--- config.mk ---
export PLATFORM = sky130hd
export DESIGN_NAME = ex_muldiv_unit
export DESIGN_NICKNAME = d
export VERILOG_FILES = /design/src/rtl/ex_md_pkg.sv /design/src/rtl/md_iter_core.sv /design/src/rtl/ex_muldiv_unit.sv
export SDC_FILE = /design/constraint.sdc
export NUM_CORES = 1
export LEC_CHECK = 0
export BUFFER_PORTS_ARGS = -buffer_cell sky130_fd_sc_hd__buf_2
export CAP_MARGIN = 10
export CORE_MARGIN = 8
export CORE_UTILIZATION = 60
export CTS_CLUSTER_SIZE = 20
export DETAILED_ROUTE_END_ITERATION = 8
export PLACE_DENSITY_LB_ADDON = 0.3
export SETUP_SLACK_MARGIN = 0.15
export SLEW_MARGIN = 5
export SYNTH_ARGS = -nofsm -noshare
export SYNTH_HDL_FRONTEND = slang
export SYNTH_SLANG_ARGS = --single-unit
--- constraint.sdc ---
create_clock -name clk -period 5.1 [get_ports clk]
set_clock_uncertainty 0.2 [all_clocks]
set_input_delay 0.255 -clock clk [delete_from_list [all_inputs] [get_ports clk]]
set_output_delay 0.255 -clock clk [all_outputs]
set_load 0.05 [all_outputs]
--- src/rtl/ex_md_pkg.sv ---
// ---------------------------------------------------------------------------
// ex_md_pkg
// Shared types for the EX-stage multiply/divide unit:
//   md_op_e     - 4-bit operation code presented by ID/EX (NONE = 0)
//   md_state_e  - sequencer states of ex_muldiv_unit
//   is_md_start - true for the ops that launch an iterative operation
//   is_md_signed/is_md_div - operation class decoders
// ---------------------------------------------------------------------------
package ex_md_pkg;

    typedef enum logic [3:0] {
        MD_NONE  = 4'd0,
        MD_MULT  = 4'd1,
        MD_MULTU = 4'd2,
        MD_DIV   = 4'd3,
        MD_DIVU  = 4'd4,
        MD_MTHI  = 4'd5,
        MD_MTLO  = 4'd6,
        MD_MFHI  = 4'd7,
        MD_MFLO  = 4'd8
    } md_op_e;

    typedef enum logic [1:0] {
        ST_IDLE = 2'd0,
        ST_BUSY = 2'd1,
        ST_FIX  = 2'd2
    } md_state_e;

    function automatic logic is_md_start(input md_op_e op);
        logic res;
        case (op)
            MD_MULT, MD_MULTU, MD_DIV, MD_DIVU: res = 1'b1;
            default:                            res = 1'b0;
        endcase
        return res;
    endfunction

    function automatic logic is_md_signed(input md_op_e op);
        logic res;
        case (op)
            MD_MULT, MD_DIV: res = 1'b1;
            default:         res = 1'b0;
        endcase
        return res;
    endfunction

    function automatic logic is_md_div(input md_op_e op);
        logic res;
        case (op)
            MD_DIV, MD_DIVU: res = 1'b1;
            default:         res = 1'b0;
        endcase
        return res;
    endfunction

endpackage

--- src/rtl/md_iter_core.sv ---
// ---------------------------------------------------------------------------
// md_iter_core
// Per-iteration datapath of the multi-cycle multiply/divide unit. Works on
// unsigned magnitudes only; sign handling lives in the parent.
//   clk, rst_n  - clock, synchronous active-low reset
//   load        - capture op_a into the shift register, op_b as the
//                 multiplicand/divisor, clear the accumulator
//   step        - perform one iteration (is_div selects the algorithm)
//   is_div      - 1: restoring divide, 0: shift-add multiply
//   op_a, op_b  - operand magnitudes
//   acc_q       - accumulator: product high half / remainder
//   mq_q        - shift register: product low half / quotient
// ---------------------------------------------------------------------------
module md_iter_core #(
    parameter int XLEN = 32
) (
    input  logic            clk,
    input  logic            rst_n,
    input  logic            load,
    input  logic            step,
    input  logic            is_div,
    input  logic [XLEN-1:0] op_a,
    input  logic [XLEN-1:0] op_b,
    output logic [XLEN-1:0] acc_q,
    output logic [XLEN-1:0] mq_q
);

    logic [XLEN-1:0] acc_r;
    logic [XLEN-1:0] mq_r;
    logic [XLEN-1:0] opb_r;

    logic [XLEN:0]   mul_sum_s;
    logic [XLEN:0]   div_shift_s;
    logic [XLEN-1:0] div_diff_s;
    logic            div_ge_s;

    // Iteration arithmetic: conditional add for multiply, trial subtract for divide
    always_comb begin
        mul_sum_s   = {1'b0, acc_r} + (mq_r[0] ? {1'b0, opb_r} : {(XLEN+1){1'b0}});
        div_shift_s = {acc_r, mq_r[XLEN-1]};
        div_ge_s    = (div_shift_s >= {1'b0, opb_r});
        // When the trial succeeds the true difference is below opb_r, so the
        // low XLEN bits of the subtraction are exact.
        div_diff_s  = div_shift_s[XLEN-1:0] - opb_r;
    end

    // Accumulator / shift register / operand update
    always_ff @(posedge clk) begin
        if (!rst_n) begin
            acc_r <= {XLEN{1'b0}};
            mq_r  <= {XLEN{1'b0}};
            opb_r <= {XLEN{1'b0}};
        end else if (load) begin
            acc_r <= {XLEN{1'b0}};
            mq_r  <= op_a;
            opb_r <= op_b;
        end else if (step) begin
            if (is_div) begin
                if (div_ge_s) begin
                    acc_r <= div_diff_s;
                    mq_r  <= {mq_r[XLEN-2:0], 1'b1};
                end else begin
                    acc_r <= div_shift_s[XLEN-1:0];
                    mq_r  <= {mq_r[XLEN-2:0], 1'b0};
                end
            end else begin
                // {acc, mq} shifts right one place per step; the carry of the
                // add lands in the accumulator MSB.
                acc_r <= mul_sum_s[XLEN:1];
                mq_r  <= {mul_sum_s[0], mq_r[XLEN-1:1]};
            end
        end
    end

    assign acc_q = acc_r;
    assign mq_q  = mq_r;

endmodule

--- src/rtl/ex_muldiv_unit.sv ---
// ---------------------------------------------------------------------------
// ex_muldiv_unit
// Multi-cycle multiply/divide unit for the EX stage with architectural HI/LO.
// Handles MULT/MULTU/DIV/DIVU (iterative, stalls the front end), MTHI/MTLO
// and MFHI/MFLO (single cycle), and a kill from later pipeline stages.
//   clk, rst_n      - clock, synchronous active-low reset
//   in_valid        - an instruction is present in EX
//   md_op           - operation (md_op_e)
//   src_a, src_b    - rs / rt values
//   kill            - abort the in-flight operation
//   md_stall        - hold IF, IF/ID and ID/EX this cycle
//   md_result       - HI for MFHI, LO for MFLO, otherwise 0 (combinational)
//   md_result_valid - MFHI/MFLO accepted this cycle
//   hi_q, lo_q      - current HI/LO
// Build option: define EX_FAST_MUL_EN to finish MULT/MULTU in the issue cycle
// with a combinational multiplier; divides remain iterative.
// ---------------------------------------------------------------------------
module ex_muldiv_unit
    import ex_md_pkg::*;
#(
    parameter int XLEN = 32
) (
    input  logic            clk,
    input  logic            rst_n,
    input  logic            in_valid,
    input  md_op_e          md_op,
    input  logic [XLEN-1:0] src_a,
    input  logic [XLEN-1:0] src_b,
    input  logic            kill,
    output logic            md_stall,
    output logic [XLEN-1:0] md_result,
    output logic            md_result_valid,
    output logic [XLEN-1:0] hi_q,
    output logic [XLEN-1:0] lo_q
);

    localparam int             CNT_W    = $clog2(XLEN);
    localparam logic [CNT_W-1:0] CNT_LAST = CNT_W'(XLEN - 1);
    localparam logic [CNT_W-1:0] CNT_ZERO = {CNT_W{1'b0}};
    localparam logic [CNT_W-1:0] CNT_ONE  = {{(CNT_W-1){1'b0}}, 1'b1};

    md_state_e         state_r;
    md_state_e         state_n_s;
    logic [CNT_W-1:0]  cnt_r;
    logic [CNT_W-1:0]  cnt_n_s;

    logic [XLEN-1:0]   hi_r;
    logic [XLEN-1:0]   lo_r;
    logic              sa_r;
    logic              sb_r;
    logic              div0_r;
    logic              is_div_r;

    logic              idle_s;
    logic              start_s;
    logic              iter_start_s;
    logic              fast_mul_s;
    logic              op_signed_s;
    logic              op_div_s;
    logic              a_neg_s;
    logic              b_neg_s;
    logic [XLEN-1:0]   abs_a_s;
    logic [XLEN-1:0]   abs_b_s;
    logic              mt_hi_s;
    logic              mt_lo_s;
    logic              step_s;

    logic [XLEN-1:0]   core_acc_s;
    logic [XLEN-1:0]   core_mq_s;
    logic [2*XLEN-1:0] prod_s;
    logic [2*XLEN-1:0] prod_fix_s;
    logic [XLEN-1:0]   quo_fix_s;
    logic [XLEN-1:0]   rem_fix_s;
    logic [2*XLEN-1:0] fast_prod_s;

    // Issue decode and operand magnitude preparation
    always_comb begin
        idle_s      = (state_r == ST_IDLE);
        start_s     = in_valid && idle_s && !kill && is_md_start(md_op);
        op_signed_s = is_md_signed(md_op);
        op_div_s    = is_md_div(md_op);
        a_neg_s     = op_signed_s && src_a[XLEN-1];
        b_neg_s     = op_signed_s && src_b[XLEN-1];
        abs_a_s     = a_neg_s ? -src_a : src_a;
        abs_b_s     = b_neg_s ? -src_b : src_b;
        mt_hi_s     = in_valid && idle_s && !kill && (md_op == MD_MTHI);
        mt_lo_s     = in_valid && idle_s && !kill && (md_op == MD_MTLO);
        step_s      = (state_r == ST_BUSY) && !kill;
    end

`ifdef EX_FAST_MUL_EN
    // Multiplies bypass the sequencer; sign-extending to 2*XLEN gives the
    // signed product for MULT and the unsigned one for MULTU.
    assign iter_start_s = start_s && op_div_s;
    assign fast_mul_s   = start_s && !op_div_s;
    assign fast_prod_s  = {{XLEN{a_neg_s}}, src_a} * {{XLEN{b_neg_s}}, src_b};
`else
    assign iter_start_s = start_s;
    assign fast_mul_s   = 1'b0;
    assign fast_prod_s  = {(2*XLEN){1'b0}};
`endif

    md_iter_core #(
        .XLEN (XLEN)
    ) u_core (
        .clk    (clk),
        .rst_n  (rst_n),
        .load   (iter_start_s),
        .step   (step_s),
        .is_div (is_div_r),
        .op_a   (abs_a_s),
        .op_b   (abs_b_s),
        .acc_q  (core_acc_s),
        .mq_q   (core_mq_s)
    );

    // Sign correction of the magnitude results, consumed in FIX
    always_comb begin
        prod_s     = {core_acc_s, core_mq_s};
        prod_fix_s = (sa_r ^ sb_r) ? -prod_s : prod_s;
        // A zero divisor yields an all-ones quotient regardless of signs;
        // the remainder is then |dividend| re-signed, i.e. the dividend.
        quo_fix_s  = div0_r ? {XLEN{1'b1}} : ((sa_r ^ sb_r) ? -core_mq_s : core_mq_s);
        rem_fix_s  = sa_r ? -core_acc_s : core_acc_s;
    end

    // Sequencer next state
    always_comb begin
        state_n_s = state_r;
        cnt_n_s   = cnt_r;
        case (state_r)
            ST_IDLE: begin
                if (iter_start_s) begin
                    state_n_s = ST_BUSY;
                    cnt_n_s   = CNT_LAST;
                end else begin
                    state_n_s = ST_IDLE;
                end
            end
            ST_BUSY: begin
                if (kill) begin
                    state_n_s = ST_IDLE;
                end else if (cnt_r == CNT_ZERO) begin
                    state_n_s = ST_FIX;
                end else begin
                    cnt_n_s = cnt_r - CNT_ONE;
                end
            end
            ST_FIX: begin
                state_n_s = ST_IDLE;
            end
            default: begin
                state_n_s = ST_IDLE;
            end
        endcase
    end

    // Sequencer state and iteration counter
    always_ff @(posedge clk) begin
        if (!rst_n) begin
            state_r <= ST_IDLE;
            cnt_r   <= CNT_ZERO;
        end else begin
            state_r <= state_n_s;
            cnt_r   <= cnt_n_s;
        end
    end

    // Sign flags and operation class captured at issue
    always_ff @(posedge clk) begin
        if (!rst_n) begin
            sa_r     <= 1'b0;
            sb_r     <= 1'b0;
            div0_r   <= 1'b0;
            is_div_r <= 1'b0;
        end else if (iter_start_s) begin
            sa_r     <= a_neg_s;
            sb_r     <= b_neg_s;
            div0_r   <= (src_b == {XLEN{1'b0}});
            is_div_r <= op_div_s;
        end
    end

    // Architectural HI/LO; kill blocks every write, including the FIX write
    always_ff @(posedge clk) begin
        if (!rst_n) begin
            hi_r <= {XLEN{1'b0}};
            lo_r <= {XLEN{1'b0}};
        end else if (!kill) begin
            if (state_r == ST_FIX) begin
                if (is_div_r) begin
                    hi_r <= rem_fix_s;
                    lo_r <= quo_fix_s;
                end else begin
                    {hi_r, lo_r} <= prod_fix_s;
                end
            end else if (fast_mul_s) begin
                {hi_r, lo_r} <= fast_prod_s;
            end else if (mt_hi_s) begin
                hi_r <= src_a;
            end else if (mt_lo_s) begin
                lo_r <= src_a;
            end
        end
    end

    // MFxx read path and stall
    always_comb begin
        case (md_op)
            MD_MFHI: md_result = hi_r;
            MD_MFLO: md_result = lo_r;
            default: md_result = {XLEN{1'b0}};
        endcase
        md_result_valid = in_valid && idle_s && ((md_op == MD_MFHI) || (md_op == MD_MFLO));
        md_stall        = in_valid && (iter_start_s || (state_r == ST_BUSY));
    end

    assign hi_q = hi_r;
    assign lo_q = lo_r;

endmodule
==> impl_results.md <==
* Outcome: finished with violations
* Violated checks: negative hold slack
* Worst Setup End Kind: register
* Worst path required time at about 5.2 ns
* Slew Limit Fails at 0
* I/O Buffers at 169
* WHS at -0.00116 ns
* Post-synth net total at 2148
* Setup TNS at 0 ns
* WL met2 at 25600 µm
* Share of the synthesized area in the top cell type at 0.233
* Cell taking the most area after synthesis: dfxtp_1
* Async S/R FF share, synth at 0
* Iter 0 DRT Violations at approximately 2200
* H-tree Lvls at 4
* Setup CP Type: register to register
* # fillers at 2037
* Cells after Synth at 2004
* Final setup vio count at 0
* Hold crit path type: input pin to register
* Post-DP HPWL at about 41000 µm
* DRC violations left at 0
* Slew margin rel. at 0.288
* Final worst-path cycle share at 0.798
* RSZ-0062 raised after global routing: false
* Initial core utilization at 0.608
* Mapped cell area at 0.0147 mm²
* FP Rows at between 50 and 60
* I/O pin cnt at 170
* CP arrival at between 4 and 5 ns
* CTS sink count at 171
* Crit path time final at between 4 and 5 ns
* Max FO, Critical Path at 31
* Top cells by area, synth: dfxtp_1, a21oi_1, ha_1
* Pwr dens at 223 mW/mm²
* Met3 routed WL at ~5800 µm
* Largest net degree at the start of global routing at 107
* CTS tree: yes
* Antenna Nets Post-Route at 0
* Top layer in use: met4
* CTS root buf: clkbuf_16
* Post-cts repair resize count at 0
* Fmax at approximately 0.25 GHz
* Sw Share at 0.362
* Pint at 0.00238 W
* Crit start category: register
* Post-Route M1 WL at 20900 µm
* Die X at 172 µm
* Reg power frac at 0.378
* Die area at 0.0298 mm²
* Clk_lat worst skew at 0.44 ns
* YS warnings at 0
* First-pass GRT wire length at 86500 µm
* Leak at a little under 7 nW
* Clock group share of total power at 0.362
* Die height at 172 µm
* Post-synth EDFFs at 0
* Final hold violation count at 1
* Worst VDD drop at roughly 0.18 mV
* Area Growth Syn to Fin at 13.8%
* NetSw at approximately 0.0013 W
* Initial antenna violation count at 0
* Layout cells sized above 1 at 0.131
* Synth Flop Type: dfxtp_1
* Vias per inst at 6.75
* Total GRT Usage at 0.370
* ANT cells at 0
* # Max-Cap Violations at 0
* WL/cell at 22.7 µm
* Synth Register Bits at approximately 170
* Maximum clock path buffer count at 2
* Final wirelength at approximately 56000 µm
* Sequential element share of the synthesized area at 0.233
* Worst-Margin Slew at 1.06 ns
* RePlAce Congestion at 0.999
* Mean Syn Cell Area at 7.33 µm²
* Core area at between 0.02 and 0.025 mm²
* Clock slew at reported path FFs at 0.08 ns
* Number of global-route vias before repair at between 15000 and 20000
* Vias at 16671
* CTS Buf Count at 17
* GRT overflow at 0
* Synth unique cells at 83
* DR pass1 iterations at 5
* Combinational share of power at 0.259
* Nets at 2277
-- logic make-up after synthesis --
family | synth area share
compound gates | 0.310
simple gates | 0.210
buf+inv | 0.0542
flops | 0.233
xor+xnor | 0.101
fa+ha+maj | 0.0623
mux | 0.0294
-- per-stage QoR --
step / setup slack, ns / util / std cells / instance area [µm²] / total power, W
after detailed placement: 1.15 / 0.651 / 2398 / 15700 / 0.00235
after CTS: 1.13 / 0.692 / 2469 / 16700 / 0.00368
after global routing: 0.800 / 0.692 / 2470 / 16700 / 0.00385
after floorplan: 1.78 / - / 2004 / 14700 / 0.00205
after global placement: 1.25 / 0.651 / 2398 / 15700 / 0.00233
final: 1.03 / 0.692 / 2470 / 16700 / 0.00373
-- cell type report --
type | instances | area [µm²] | area share
multi-input combinational | 1625 | 10500 | 0.630
clock inverter | 14 | 149 | 0.00890
tap | 324 | 405 | 0.0242
clock buffer | 18 | 439 | 0.0263
inverter | 77 | 290 | 0.0174
timing repair buffer | 241 | 1490 | 0.0889
sequential | 171 | 3430 | 0.205
-- critical path, stage by stage, from the launching register on --
cell      delay (ns)
dfxtp_1         0.48
clkinv_1        0.19
buf_4           0.28
nor2_1          0.25
ha_1            0.16
a21o_1          0.15
nand4_1         0.15
a211oi_1        0.46
a22o_1          0.26
a31oi_1         0.17
o21ai_1         0.53
a211oi_1        0.24
o21a_1          0.22
o211a_1         0.21
-- synthesized netlist by cell type (32+ instances only) --
library cell	count
nor3_1	50
dfxtp_1	171
nand3_1	49
xnor2_1	85
clkbuf_1	115
a22o_1	36
o21ai_0	144
mux2i_1	33
inv_1	75
nor2_1	230
nand2_1	169
a211oi_1	83
ha_1	70
a21oi_1	181
a21o_1	32
xor2_1	84
-- registers in the layout (all words and copies together), names as in the netlist --
name and flops:
cnt_r 5, div0_r 1, hi_q 32, is_div_r 1, lo_q 32, sa_r 1, sb_r 1, state_r 2
u_core.acc_q 32, u_core.mq_q 32, u_core.opb_r 32
-- per-layer routing --
metal	vias to the layer above	global-route usage
li1	7636	-
met3	257	0.0614
met1	7661	0.440
met4	0	0.247
met2	1117	0.606
met5	-	0
-- layout by cell type (no fill, tap or decap), types with 32 or more instances in the layout --
| cell type | Yosys | routed |
|---|---|---|
| a211oi_1 | 83 | 83 |
| a21o_1 | 32 | 32 |
| a21oi_1 | 181 | 180 |
| a22o_1 | 36 | 36 |
| buf_2 | 6 | 169 |
| buf_4 | 0 | 32 |
| dfxtp_1 | 171 | 170 |
| dlygate4sd3_1 | 0 | 40 |
| ha_1 | 70 | 70 |
| inv_1 | 75 | 75 |
| mux2i_1 | 33 | 33 |
| nand2_1 | 169 | 169 |
| nand3_1 | 49 | 49 |
| nor2_1 | 230 | 228 |
| nor3_1 | 50 | 49 |
| o21ai_0 | 144 | 144 |
| xnor2_1 | 85 | 84 |
| xor2_1 | 84 | 84 |
-- power by group through the flow --
stage	Clock [W]	Sequential [W]	Combinational (W)
final	0.00135	0.00141	0.000967
after global routing	0.00140	0.00141	0.00104
after CTS	0.00134	0.00141	0.000938
after detailed placement	0	0.00144	0.000910
after global placement	0	0.00144	0.000898
after floorplan	0	0.00143	0.000616
-- repair_timing --
action,CTS,global route
setup buffers,0,0
endpoints found under the hold margin,42,1
hold buffers,39,1
-- worst paths after layout --
| kind | to | slack (ns) | from | cells past startpoint |
|---|---|---|---|---|
| worst max-delay path | u_core.acc_q[28] | 1.03 | u_core.mq_q[0] | 13 |
| worst max register to register | u_core.acc_q[28] | 1.03 | u_core.mq_q[0] | 13 |
| worst min register to register | lo_q[20] | 0.27 | lo_q[20] | 2 |
| worst min-delay path | u_core.opb_r[2] | -0.001 | src_b[2] | 3 |
(Power assumes the default switching activity.)
